File: src/rtl/mips_core_pkg.sv
// Shared core types: register-file widths and the write-back entry layout.
// The key-match helper is the common notion of a pending write for a register.
package mips_core;

    localparam int DATA_WIDTH     = 32;
    localparam int REG_ADDR_WIDTH = 5;

    typedef struct packed {
        logic                      thread;
        logic [REG_ADDR_WIDTH-1:0] addr;
        logic [DATA_WIDTH-1:0]     data;
    } wb_entry_t;

    // r0 is hardwired zero, so it can never alias a pending write.
    function automatic logic key_match(
        input wb_entry_t                 e,
        input logic                      thread,
        input logic [REG_ADDR_WIDTH-1:0] addr
    );
        return (e.thread == thread) && (e.addr == addr) && (addr != '0);
    endfunction

endpackage

File: src/rtl/write_back_queue_match.sv
// Youngest-match search over the occupied queue entries, used for operand forwarding.
// Entries are scanned oldest to youngest from the head so the last hit wins.
module wb_match_search
    import mips_core::*;
#(
    parameter int DEPTH = 4,
    localparam int PTR_W = $clog2(DEPTH)
) (
    input  wb_entry_t                 entries [DEPTH],
    input  logic [DEPTH-1:0]          valid,
    input  logic [PTR_W-1:0]          head,
    input  logic                      key_thread,
    input  logic [REG_ADDR_WIDTH-1:0] key_addr,
    output logic                      hit,
    output logic [DATA_WIDTH-1:0]     data
);

    logic [PTR_W-1:0] idx;

    always_comb begin
        hit  = 1'b0;
        data = '0;
        idx  = '0;
        for (int k = 0; k < DEPTH; k++) begin
            idx = head + PTR_W'(k);
            if (valid[idx] && key_match(entries[idx], key_thread, key_addr)) begin
                hit  = 1'b1;
                data = entries[idx].data;
            end
        end
    end

endmodule

File: src/rtl/write_back_queue.sv
// In-order write-back queue merging ALU and load results into one register-file port.
// The head drains every cycle it is occupied; readies are derived from registered count only.
module write_back_queue
    import mips_core::*;
#(
    parameter int DEPTH = 4,
    localparam int PTR_W = $clog2(DEPTH),
    localparam int CNT_W = $clog2(DEPTH + 1)
) (
    input  logic                      clk,
    input  logic                      rst_n,

    input  logic                      alu_valid,
    output logic                      alu_ready,
    input  logic                      alu_thread,
    input  logic [REG_ADDR_WIDTH-1:0] alu_rw_addr,
    input  logic [DATA_WIDTH-1:0]     alu_rw_data,

    input  logic                      mem_valid,
    output logic                      mem_ready,
    input  logic                      mem_thread,
    input  logic [REG_ADDR_WIDTH-1:0] mem_rw_addr,
    input  logic [DATA_WIDTH-1:0]     mem_rw_data,

    output logic                      wb_uses_rw,
    output logic                      wb_thread,
    output logic [REG_ADDR_WIDTH-1:0] wb_rw_addr,
    output logic [DATA_WIDTH-1:0]     wb_rw_data,

    input  logic                      q_thread,
    input  logic [REG_ADDR_WIDTH-1:0] q_addr,
    output logic                      q_hit,
    output logic [DATA_WIDTH-1:0]     q_data,

    output logic [CNT_W-1:0]          count
);

    wb_entry_t        entries [DEPTH];
    wb_entry_t        mem_entry;
    wb_entry_t        alu_entry;
    wb_entry_t        head_entry;
    logic [PTR_W-1:0] head_ptr;
    logic [PTR_W-1:0] tail_ptr;
    logic [PTR_W-1:0] alu_slot;
    logic             mem_enq;
    logic             alu_enq;
    logic             deq;
    logic [1:0]       enq_cnt;
    logic [DEPTH-1:0] occupied;

    // alu needs two free slots so that a simultaneous mem transfer always fits ahead of it
    assign mem_ready = (count <= CNT_W'(DEPTH - 1));
    assign alu_ready = (count <= CNT_W'(DEPTH - 2));

    assign mem_entry = '{thread: mem_thread, addr: mem_rw_addr, data: mem_rw_data};
    assign alu_entry = '{thread: alu_thread, addr: alu_rw_addr, data: alu_rw_data};

    assign mem_enq  = mem_valid && mem_ready && (mem_rw_addr != '0);
    assign alu_enq  = alu_valid && alu_ready && (alu_rw_addr != '0);
    assign deq      = (count != '0);
    assign enq_cnt  = {1'b0, mem_enq} + {1'b0, alu_enq};
    assign alu_slot = mem_enq ? tail_ptr + PTR_W'(1) : tail_ptr;

    always_ff @(posedge clk or negedge rst_n) begin
        if (!rst_n) begin
            head_ptr <= '0;
            tail_ptr <= '0;
            count    <= '0;
        end else begin
            head_ptr <= head_ptr + PTR_W'(deq);
            tail_ptr <= tail_ptr + PTR_W'(enq_cnt);
            count    <= count + CNT_W'(enq_cnt) - CNT_W'(deq);
        end
    end

    // Payload storage is not reset; the occupancy mask hides stale slots.
    always_ff @(posedge clk) begin
        if (mem_enq) entries[tail_ptr] <= mem_entry;
        if (alu_enq) entries[alu_slot] <= alu_entry;
    end

    always_comb begin
        occupied = '0;
        for (int i = 0; i < DEPTH; i++) begin
            occupied[i] = CNT_W'(PTR_W'(i) - head_ptr) < count;
        end
    end

    assign head_entry = entries[head_ptr];

    always_comb begin
        wb_uses_rw = 1'b0;
        wb_thread  = 1'b0;
        wb_rw_addr = '0;
        wb_rw_data = '0;
        if (deq) begin
            wb_uses_rw = 1'b1;
            wb_thread  = head_entry.thread;
            wb_rw_addr = head_entry.addr;
            wb_rw_data = head_entry.data;
        end
    end

    wb_match_search #(
        .DEPTH(DEPTH)
    ) u_match (
        .entries    (entries),
        .valid      (occupied),
        .head       (head_ptr),
        .key_thread (q_thread),
        .key_addr   (q_addr),
        .hit        (q_hit),
        .data       (q_data)
    );

endmodule
File: config.mk
export PLATFORM = sky130hd
export DESIGN_NAME = write_back_queue
export DESIGN_NICKNAME = d
export VERILOG_FILES = /design/src/rtl/mips_core_pkg.sv /design/src/rtl/write_back_queue_match.sv /design/src/rtl/write_back_queue.sv
export SDC_FILE = /design/constraint.sdc
export NUM_CORES = 1
export LEC_CHECK = 0
export ABC_AREA = 1
export CAP_MARGIN = 25
export CORE_MARGIN = 10
export CORE_UTILIZATION = 40
export CTS_BUF_LIST = sky130_fd_sc_hd__clkbuf_8
export DETAILED_ROUTE_END_ITERATION = 8
export GPL_TIMING_DRIVEN = 0
export SLEW_MARGIN = 20
export SYNTH_ARGS = -nofsm -noshare
export SYNTH_HDL_FRONTEND = slang
export SYNTH_HIERARCHICAL = 1
export SYNTH_SLANG_ARGS = --single-unit
File: constraint.sdc
create_clock -name clk -period 6.8 [get_ports clk]
set_clock_uncertainty 0.05 [all_clocks]
set_input_delay 1.36 -clock clk [delete_from_list [all_inputs] [get_ports clk]]
set_output_delay 1.36 -clock clk [all_outputs]
set_load 0.1 [all_outputs]
After elaboration in Yosys (flattened, before gate mapping)
Cells that the tools add are included.
- bits in read-only memories: 0
- bits of input ports: 86
- register bits after elaboration: 159
- RAM bits: 0
- memories kept: 0
- latch bits: 0
- output and inout bits: 77
- word-level logic and storage cells: 123
- muxes and demuxes: 41
- shift operators: 0
- reduce and logical (&&, ||, !) cells: 22
- divide/modulo/power cells: 0
- equal/unequal tests: 8
- $lt $le $gt $ge: 18
- add/sub/neg operators: 13
- bitwise logic cells: 6
- multipliers: 0
- operators with widths (kind ; number):
    2-to-1 mux 38 bit ; 10
    binary-select mux 38 bit (select 2 bit) ; 4
    bitwise mux 152 bit ; 2
    2-to-1 mux 152 bit ; 2
    2-to-1 mux 32 bit ; 5
    demux 38 bit (select 2 bit) ; 2
    == test 5 bit ; 4
    >= comparator 3 bit (second input constant) ; 6
    logical AND 1 bit ; 18
    inverter 2 -> 3 bit ; 6
    nonzero test 5 bit ; 3
    less-than comparator 2 x 3 -> 1 bit (second input constant) ; 4
    less-than comparator 3 bit ; 4
    2-to-1 mux 1 bit ; 10
    binary-select mux 1 bit (select 2 bit) ; 4
    less-or-equal comparator 3 x 2 -> 1 bit (second input constant) ; 2
    less-than comparator 3 x 1 -> 1 bit (second input constant) ; 2
    subtractor 1 x 2 -> 3 bit (first input constant) ; 2
    subtractor 2 x 2 -> 3 bit (first input constant) ; 2
    2-to-1 mux 5 bit ; 1
    adder 2 x 1 -> 2 bit (second input constant) ; 2
    adder 2 bit (second input constant) ; 2
    == test 1 bit ; 4
    adder 3 x 2 -> 3 bit ; 1
    other kinds (6) ; 6

Longest topological paths before layout
- depth in word-level cells: 12
- gate-level depth with buffers: 22
- mapped depth without buffers: 19

Cells and area by module
Netlist, hierarchy kept.
- modules (own cells, without submodules) (module ; area an instance (um2) ; sequential area each (um2) ; instances ; cells each):
    write_back_queue ; 9650.5 ; 3218.1 ; 1 ; 1489
    wb_match_search ; 5256.3 ; 0.0 ; 1 ; 1103

Least setup slack after synthesis
No wires, ideal clock.
- path kind: flip-flop to output port
- from: reg head_ptr[1]
- to: out q_data[22]
- path slack: 1.065 ns
- data required time: 5.390 ns
- stages on the path, launching flop included: 22
- buffers on the path: 3
- arrival time: 4.325 ns
- cell sequence: dfrtp_1 -> clkbuf_1 -> clkbuf_1 -> inv_1 -> ha_1 -> inv_1 -> ha_1 -> a21o_1 -> a21oi_1 -> inv_1 -> nand2_1 -> o21ai_1 -> nand2_1 -> nand3_1 -> nor2_1 -> nand2_1 -> nor2_4 -> nand2_2 -> buf_2 -> nand2_1 -> nand3_1 -> a21oi_1
- elaborated cells between the ends (all ways): 59
- classes of those cells: add/sub: 7; order compare: 4; eq/ne: 8; mux: 24; bitwise: 4; reduce/logical: 12
- RTL lines (element ; line ; text):
    start: declaration ; write_back_queue.sv:42 ; logic [PTR_W-1:0] head_ptr;
    start signal: assignment ; write_back_queue.sv:70 ; head_ptr <= head_ptr + PTR_W'(deq);
    subtractor 2 x 2 -> 3 bit * ; write_back_queue.sv:85 ; occupied[i] = CNT_W'(PTR_W'(i) - head_ptr) < count;
    less-than comparator 3 bit * ; write_back_queue.sv:85 ;
    named net occupied[2] ; write_back_queue.sv:49 ; logic [DEPTH-1:0] occupied;
    binary-select mux 1 bit (select 2 bit) ; write_back_queue_match.sv:26 ; if (valid[idx] && key_match(entries[idx], key_thread, key_addr)) begin
    2-to-1 mux 1 bit (not written as such) ; write_back_queue_match.sv:26 ;
    logical AND 1 bit ; write_back_queue_match.sv:26 ;
    2-to-1 mux 32 bit (3 in series) ; write_back_queue_match.sv:26 ;
    2-to-1 mux 32 bit * ; write_back_queue_match.sv:26 ;
    end: declaration ; write_back_queue.sv:33 ; output logic [DATA_WIDTH-1:0] q_data,
Mark *: on every way through the listed nets, which the timed path passes. The rest lies on a longest branch. The select of a mux whose other input is x is not followed.

Worst setup path after layout
- from: reg head_ptr[1]
- to: out q_data[0]
Same word-level chain as after synthesis.

==> flow_summary.toml <==
[outcome]
status = "finished clean"

[global_route]
grt-busiest-layer = "met2"
grt_usage_pct = 35.0
grt_pass1_wl_um = 118000
grt_util_met1_pct = 45.4
first_global_vias = 18100
grt_max_degree = 17
use_met2_pct = 51.2
grt-ovfl-total = 0
antenna_found_initial = 2
met3_usage_pct = 9.66

[clock_tree]
clock_sinks = 159
cts_tree = "built"
cts_root_buf = "clkbuf_8"
postCtsSetupBuffers = 0
numCtsBuffers = 17
cts_max_level = 4
cts_resized = 109
clock_latency_ps = 520
path_clk_slew_ps = 100
clk_path_buf_depth = 2
cts_hold_buf = 0

[detailed_routing]
first_pass_iters = 7
antenna_left = 0
drc_errors = 0
wirelength_um = 82400
drt_iter0_markers = 3235
drt-vias-per-instance = 6.15
num_vias = 20000
wl_per_cell_um = 25.3

[sta]
fin_crit_ps = 6670
fmax_mhz = 150
tightest_slew_ps = 1280
report.final.setup_viol = 0
hold_ws_ps = 538
finalHoldViolCount = 0
max_slew_margin_pct = 14.5
finalMaxSlewViolations = 0
post-route-period-util_pct = 98.1

[setup_path]
criticalPathCategory = "reg -> out"
cp-startpoint = "head_ptr[1]$_DFF_PN0_"
cp-end-kind = "primary output"
worst-path-max-fanout = 10
worstPathArrival_ps = 5260
crit_path_start_kind = "register"
r2r-start = "count[2]$_DFF_PN0_"
crit_required_ps = 5390

[run]
cap_violations = 0

[placement]
io_buffers = 161
place_congestion = 1.03
dpl.hpwl_um = 58400

[hold_path]
min_path_type = "reg -> reg"
hp-start = "entries[68]$_DFF_P_"

[synth]
synth_ff_type = "dfxtp_1"
ys_ff_latch = 159
synth_edf_count = 0
synth_cells = 2592
syn_avg_cell_area_sq_um = 5.75
syn_area_sq_um = 14900
async_flop_share_pct = 4.40
yosysSeqAreaShare_pct = 21.6
synth_fp_nets = 2698
yosysWarnings = 6
yosysUniqueCellTypes = 36

[floorplan]
coreArea_sq_um = 36700
initial_utilization_pct = 40.6
die_x_um = 213
die_h_um = 213
top_level_ports = 163
fp.dieArea_sq_um = 45400
std_cell_rows = 70

[finish]
layout.nets = 2882
drive_above_1_share_pct = 8.28
syn_to_final_growth_pct = 17.4
n_antenna_cell = 0
utilization_pct = 47.7
worst paths after layout:
check                                              to  cells past startpoint  slack [ps]
worst max register to register     count[2]$_DFF_PN0_                     13        3120
worst min-delay path              entries[68]$_DFF_P_                      4         540
max in group asynchronous       tail_ptr[1]$_DFF_PN0_                      1        5420
worst min register to register    entries[68]$_DFF_P_                      4         540
worst max-delay path                        q_data[0]                     19         130
min in group asynchronous       tail_ptr[0]$_DFF_PN0_                      1        1040
cells in the mapped netlist, types with 2 or more instances:
master	count	area [sq um]
a21o_1	2	15.0
a21oi_1	144	721
buf_1	8	30.0
buf_2	78	390
buf_4	28	210
buf_6	18	203
clkbuf_1	91	342
clkinv_1	2	7.51
dfrtp_1	7	175
dfxtp_1	152	3040
ha_1	19	238
inv_1	184	691
mux2i_1	64	641
nand2_1	955	3580
nand2_2	6	37.5
nand2_4	6	67.6
nand3_1	153	766
nand3_2	5	50.1
nand4_1	153	957
nor2_1	57	214
nor2_2	2	12.5
nor2_4	7	78.8
nor3_1	3	15.0
o211ai_1	39	293
o211ai_2	2	25.0
o21ai_0	369	1850
o21ai_1	25	125
xnor2_1	2	17.5
xor2_1	4	35.0
critical path, cell delays in order, from the launching register on:
cell and delay [ps]:
dfrtp_1 520, clkbuf_1 250, clkbuf_4 400, inv_1 110
ha_1 320, inv_1 50, ha_1 270, a21o_1 170
a21oi_1 220, nand2_1 110, nand3_1 80, nand3_1 100
nor2_1 280, nand2_1 140, nor2_4 360, nand3_1 150
nand2_1 100, nand3_1 90, a21oi_1 360, clkdlybuf4s15_2 630
through the flow:
stage / cell area [sq um] / worst slack [ps] / std cells / setup TNS [ps]
after floorplan: 14900 / 1070 / 2592 / 0
after global placement: 17100 / -488 / 3221 / -10640
after detailed placement: 17100 / -512 / 3222 / -11680
after CTS: 17600 / 16.7 / 3254 / 0
after global routing: 17500 / -17.8 / 3257 / -91.6
final: 17500 / 129 / 3257 / 0
per-layer routing:
metal / part of all wire (%) / up-vias
li1: - / 8962
met1: 40 / 9227
met2: 41 / 1545
met3: 13 / 285
met4: 5.6 / 4
met5: 0.078 / -
sequential cells by signal, summed over array words and instances, names as in the netlist:
name and cells:
tail_ptr 2, entries 152, head_ptr 2, count 3
final cells by class:
type	instances	area, sq um
Tap cell	468	586
Clock buffer	22	303
Multi-Input combinational cell	2022	9800
Clock inverter	10	134
Timing Repair Buffer	165	1560
Buffer	224	1200
Sequential cell	159	3220
Inverter	187	702
Fill cell	3990	19200
cell families after synthesis:
logic type | Yosys count | share of synthesized area, %
mux | 64 | 4.30
fa+ha+maj | 20 | 1.73
simple gates | 1349 | 38.9
buf+inv | 411 | 12.7
flops | 159 | 21.6
compound gates | 583 | 20.5
xor+xnor | 6 | 0.353
layout by cell type, fill, tap and decap left out, drive strengths merged:
cell | synthesis | routed
a21o | 2 | 2
a21oi | 146 | 146
buf | 133 | 158
bufinv | 0 | 3
clkbuf | 91 | 117
clkdlybuf4s15 | 0 | 5
clkdlybuf4s18 | 0 | 3
clkdlybuf4s50 | 0 | 128
clkinv | 2 | 6
clkinvlp | 0 | 1
dfrtp | 7 | 7
dfxtp | 152 | 152
fa | 1 | 1
ha | 19 | 19
inv | 185 | 187
mux2i | 64 | 64
nand2 | 967 | 967
nand3 | 158 | 158
nand4 | 153 | 153
nor2 | 66 | 66
nor2b | 1 | 1
nor3 | 3 | 3
o211ai | 41 | 41
o21ai | 394 | 394
or2 | 1 | 1
xnor2 | 2 | 2
xor2 | 4 | 4
Power is not shown: default switching activity piles up to over one toggle a cycle in this logic, so the estimate is an artifact.
